==> src/rtl/square_drawer.sv <==
// rtl/square_drawer.sv - erase/pick/draw sequencer that rasterises a SIDE x SIDE square into a framebuffer
module square_drawer #(
  parameter int SIDE  = 20,
  parameter int X_MAX = 640,
  parameter int Y_MAX = 480
) (
  input  logic        clk,
  input  logic        reset,
  input  logic        go,
  output logic        pick_start,
  input  logic        pick_done,
  input  logic [10:0] x_loc,
  input  logic [10:0] y_loc,
  output logic [10:0] px_x,
  output logic [10:0] px_y,
  output logic        px_color,
  output logic        px_we,
  output logic        busy,
  output logic        done,
  output logic [10:0] sq_x,
  output logic [10:0] sq_y,
  output logic        sq_valid
);

  localparam int CW = (SIDE > 1) ? $clog2(SIDE) : 1;
  localparam logic [CW-1:0] LAST = CW'(SIDE - 1);
  localparam logic [10:0] XM = 11'(X_MAX);
  localparam logic [10:0] YM = 11'(Y_MAX);

  typedef enum logic [2:0] {IDLE, ERASE, REQ, WAIT, DRAW, FIN} state_t;

  state_t state, state_nx;
  logic [CW-1:0] row, col;
  logic [10:0] cur_x, cur_y;
  logic raster, last;

  assign raster     = (state == ERASE) || (state == DRAW);
  assign last       = (row == LAST) && (col == LAST);
  assign cur_x      = sq_x + 11'(col);
  assign cur_y      = sq_y + 11'(row);
  assign pick_start = (state == REQ);
  assign busy       = (state != IDLE);
  assign done       = (state == FIN);

  always_comb begin
    state_nx = state;
    case (state)
      IDLE:  if (go) state_nx = sq_valid ? ERASE : REQ;
      ERASE: if (last) state_nx = REQ;
      REQ:   state_nx = WAIT;
      WAIT:  if (pick_done) state_nx = DRAW;
      DRAW:  if (last) state_nx = FIN;
      FIN:   state_nx = IDLE;
      default: state_nx = IDLE;
    endcase
  end

  always_ff @(posedge clk) begin
    if (!reset) begin
      state    <= IDLE;
      row      <= '0;
      col      <= '0;
      px_x     <= '0;
      px_y     <= '0;
      px_color <= 1'b0;
      px_we    <= 1'b0;
      sq_x     <= '0;
      sq_y     <= '0;
      sq_valid <= 1'b0;
    end else begin
      state <= state_nx;

      // Counters run identically whether or not a pixel is clipped.
      if (raster) begin
        if (col == LAST) begin
          col <= '0;
          row <= (row == LAST) ? '0 : row + 1'b1;
        end else begin
          col <= col + 1'b1;
        end
      end else begin
        row <= '0;
        col <= '0;
      end

      px_x     <= cur_x;
      px_y     <= cur_y;
      px_color <= (state == DRAW);
      px_we    <= raster && (cur_x < XM) && (cur_y < YM);

      if (state == WAIT && pick_done) begin
        sq_x <= x_loc;
        sq_y <= y_loc;
      end

      if (state == ERASE && last) sq_valid <= 1'b0;
      if (state == DRAW && last)  sq_valid <= 1'b1;
    end
  end

endmodule

==> config.mk <==
export PLATFORM = sky130hd
export DESIGN_NAME = square_drawer
export DESIGN_NICKNAME = d
export VERILOG_FILES = /design/src/rtl/square_drawer.sv
export SDC_FILE = /design/constraint.sdc
export NUM_CORES = 1
export LEC_CHECK = 0
export BUFFER_PORTS_ARGS = -buffer_cell sky130_fd_sc_hd__buf_4
export CAP_MARGIN = 20
export CORE_MARGIN = 2
export CORE_UTILIZATION = 45
export DETAILED_ROUTE_END_ITERATION = 6
export PLACE_DENSITY = 0.83
export RECOVER_POWER = 25
export SYNTH_ARGS = -nofsm -noshare
export SYNTH_HDL_FRONTEND = slang
export SYNTH_SLANG_ARGS = --single-unit
==> constraint.sdc <==
create_clock -name clk -period 2.05 [get_ports clk]
set_input_delay 0.41 -clock clk [delete_from_list [all_inputs] [get_ports clk]]
set_output_delay 0.41 -clock clk [all_outputs]
set_load 0.03 [all_outputs]
==> impl_metrics.csv <==
group,metric,value,unit
cells_and_area,drive_gt1_frac,0.228,
min_path,worstHoldStart,"x_loc[8]",
yosys,async_reset_ff_frac,0,
yosys,avgSynthCellArea,9.05,um^2
power_and_ir_drop,p_comb_frac,0.086,
clock_network,cts.sinks,60,
global_route,antenna_found_initial,0,
critical_path,crit_path_end_kind,"flip-flop",
critical_path,r2r-end,"px_we",
power_and_ir_drop,irDropWorstVdd,0.367,mV
die,io_pins,76,
power_and_ir_drop,p_int,1.98,mW
die,core_area,0.00628,mm^2
route,routed_wl,6.76,mm
cells_and_area,nets,438,
min_path,hp-class,"in2reg",
critical_path,criticalPathCategory,"reg2reg",
cells_and_area,layout_common_cells,"61 x buf_4, 59 x nand2_1, 58 x dfxtp_1, 22 x clkbuf_1, 20 x a21boi_1",
critical_path,arrival,2.28,ns
power_and_ir_drop,leakage,1.57,nW
critical_path,worst-r2r-setup-slack,0.04,ns
power_and_ir_drop,power,2.61,mW
yosys,ys_types,53,
timing,hold_viol_final,0,
timing,drv_slew,0,
cells_and_area,final-seq-area,0.00120,mm^2
timing,setup_violations,0,
critical_path,worstPathMaxFanout,3,
power_and_ir_drop,swShare,0.240,
cells_and_area,syn_to_final_growth,27.2,%
cells_and_area,final_cells,480,
timing,tightest_slew,0.896,ns
yosys,synth_top_area_frac,0.414,
min_path,holdPathStages,3,
timing,finalSetupTns,0,ns
clock_network,clkSlewWorstSetupHoldPaths,0.07,ns
critical_path,critical-path-max-stage-delay,0.37,ns
critical_path,path_cells,"ha_2 -> fa_2 -> a211o_1 -> a21oi_2 -> o2111ai_1 -> and3_1 -> nor4_2",
power_and_ir_drop,p_clk_frac,0.444,
critical_path,reg2regPathDepth,7,
yosys,synth_flop_cell,"dfxtp_1",
cells_and_area,antenna_cells,0,
die,die_h,84.3,um
global_route,grt_pass1_wl,11.4,mm
power_and_ir_drop,p_seq_frac,0.470,
timing,timing.final.crit_share,0.982,
global_route,grt_max_degree,50,
job,cap_violations,0,
yosys,synthesis.area,0.00290,mm^2
yosys,ys_ff_latch,60,
global_route,track_usage,0.202,
yosys,synth_top_area_cell,"dfxtp_1",
yosys,syn_nets,361,
clock_network,clock_latency,0.35,ns
timing,clock.fmax,497,MHz
clock_network,postCtsHoldBufs,0,
route,post_drt_wl_per_cell,14.1,um
power_and_ir_drop,switchingPower,0.627,mW
critical_path,start_kind,"flip-flop",
global_route,grt-ovfl-total,0,
yosys,synth_seq_area_share,0.414,
timing,max-slew-margin-rel,0.403,
route,vias,2521,
critical_path,timing.rr.start,"sq_x[0]",
cells_and_area,multiInputGateArea,0.00162,mm^2
min_path,min_to,"sq_x[8]",
global_route,grt_pass1_vias,2434,
cells_and_area,final_util,0.588,
place,io_buffers,75,
yosys,synth.area.top_cells,"dfxtp_1 41%, nand2_1 7.6%, a21boi_1 5.2%, ha_1 5.2%, xnor2_1 4.2%",
die,num_rows,29,
critical_path,worst_ep_required_time,2.31,ns
yosys,yosysWarnings,0,
route,ant_nets,0,
timing,rsz0062_at_grt,"yes",
clock_network,clk_path_buf_depth,2,
place,dp_hpwl,4.93,mm
route,vias_per_cell,5.25,
run_status,outcome,"complete, no violations",
timing,worst_slack,0.0361,ns
place,preCtsSetupSlack,0.0538,ns
route,dr.pass1.iters,4,
yosys,synth-edff-count,0,
clock_network,cts_buffers,9,
place,gp_congestion,0.799,
cells_and_area,fill_cells,567,
timing,skew,0.00431,ns
power_and_ir_drop,p_per_area,707,mW/mm^2
die,dieArea,0.00711,mm^2
die,die_w,84.3,um
route,post-route-drc-count,0,
yosys,synth_cells,321,
die,initial_core_util,0.463,
place,dp_cells,464,
route,drtIter0Drc,98,
clock_network,cts_tree,"done",
timing,fin_crit,2.01,ns
clock_network,cts_root_buf,"clkbuf_8",
clock_network,htree_levels,3,
critical_path,cpMaxStageDelayCell,"fa_2",
cells_and_area,layout_commonest_cell,"buf_4",
==> worst max-delay path: cells and delay by family, from the launching register on <==
| kind | cells | cell delay (ns) |
|---|---|---|
| adders and majority gates | 2 | 0.56 |
| and+or+nand+nor | 2 | 0.43 |
| AOI/OAI and AO/OA | 3 | 0.61 |
| DFF | 1 | 0.33 |
==> routing by layer <==
| metal | up-vias | part of all wire | global-route usage | wire length [um] |
|---|---|---|---|---|
| met5 | - | 0 | 0 | 0 |
| met4 | 0 | 0.010 | 0.0750 | 68 |
| met3 | 6 | 0.048 | 0.0649 | 321 |
| met2 | 58 | 0.49 | 0.325 | 3300 |
| met1 | 1185 | 0.45 | 0.255 | 3060 |
| li1 | 1272 | - | - | - |
==> per-stage QoR <==
stage	hold WS, ns	area, um^2
after global routing	0.303	3690
after CTS	0.297	3770
final	0.308	3690
after global placement	0.456	3550
after floorplan	0.463	2910
after detailed placement	0.471	3550
==> synthesized netlist by cell type, types with 2 or more instances <==
| cell | number |
|---|---|
| a21boi_1 | 20 |
| o21ai_1 | 5 |
| a211o_1 | 2 |
| a21oi_1 | 6 |
| ha_1 | 12 |
| dfxtp_1 | 60 |
| mux2i_1 | 3 |
| o21ai_0 | 8 |
| a21boi_0 | 6 |
| and2_1 | 18 |
| o211ai_1 | 2 |
| and3_1 | 2 |
| nand4_1 | 4 |
| a211oi_1 | 4 |
| inv_1 | 3 |
| a41oi_1 | 2 |
| clkbuf_1 | 12 |
| or3_1 | 3 |
| nand2b_1 | 2 |
| nor2_1 | 15 |
| a21o_1 | 4 |
| fa_1 | 2 |
| o21a_1 | 4 |
| o211a_1 | 2 |
| nand3_1 | 6 |
| o2111ai_1 | 3 |
| nor3b_1 | 4 |
| xnor2_1 | 14 |
| xor2_1 | 5 |
| nand2_1 | 59 |
| buf_2 | 3 |
| and4_1 | 2 |
| a22oi_1 | 2 |
| nor3_1 | 3 |
==> power groups by stage <==
stage,clock network [mW],registers (mW),logic [mW]
floorplan,0,1.26,0.121
global placement,0,1.25,0.228
detailed placement,0,1.25,0.232
CTS,1.18,1.23,0.232
global route,1.24,1.23,0.245
finish,1.16,1.23,0.224
==> worst max path at each step <==
stage,start,endpoint,slack (ns),depth (start not counted)
after floorplan,sq_x[0],px_we,0.02,7
after global placement,col[0],px_we,0.09,7
after detailed placement,col[0],px_we,0.05,7
after CTS,col[0],px_we,0.04,7
after global routing,sq_x[0],px_we,-0.07,7
final,sq_x[0],px_we,0.04,7
==> cell type report <==
| cell class | count | area share |
|---|---|---|
| multi-input combinational | 241 | 0.439 |
| sequential | 60 | 0.326 |
| timing repair buffer | 83 | 0.146 |
| clock buffer | 13 | 0.0484 |
| tap | 77 | 0.0261 |
| clock inverter | 3 | 0.0115 |
| inverter | 3 | 0.00305 |
==> registers in the layout, summed over array words and instances, names as in the netlist <==
name      count
col           5
px_y         11
px_we         1
sq_y         11
sq_x         11
state         3
px_x         11
sq_valid      1
px_color      1
row           5
==> what timing repair did <==
item                       in CTS  in global routing
gates resized for setup         0                  2
setup endpoints to repair       0                  4
setup buffers                   0                  0
==> cells by family (layout without fill, tap and decap cells) <==
kind of cell / Yosys count / count (layout) / synth area share
buffers and inverters: 20 / 102 / 0.0310
flip-flops: 60 / 60 / 0.414
AND/OR/NAND/NOR: 126 / 126 / 0.219
adder cells (fa/ha/maj): 14 / 14 / 0.0655
AO/OA/AOI/OAI: 79 / 79 / 0.203
XOR/XNOR: 19 / 19 / 0.0573
multiplexers: 3 / 3 / 0.0103
(Power assumes the default switching activity.)
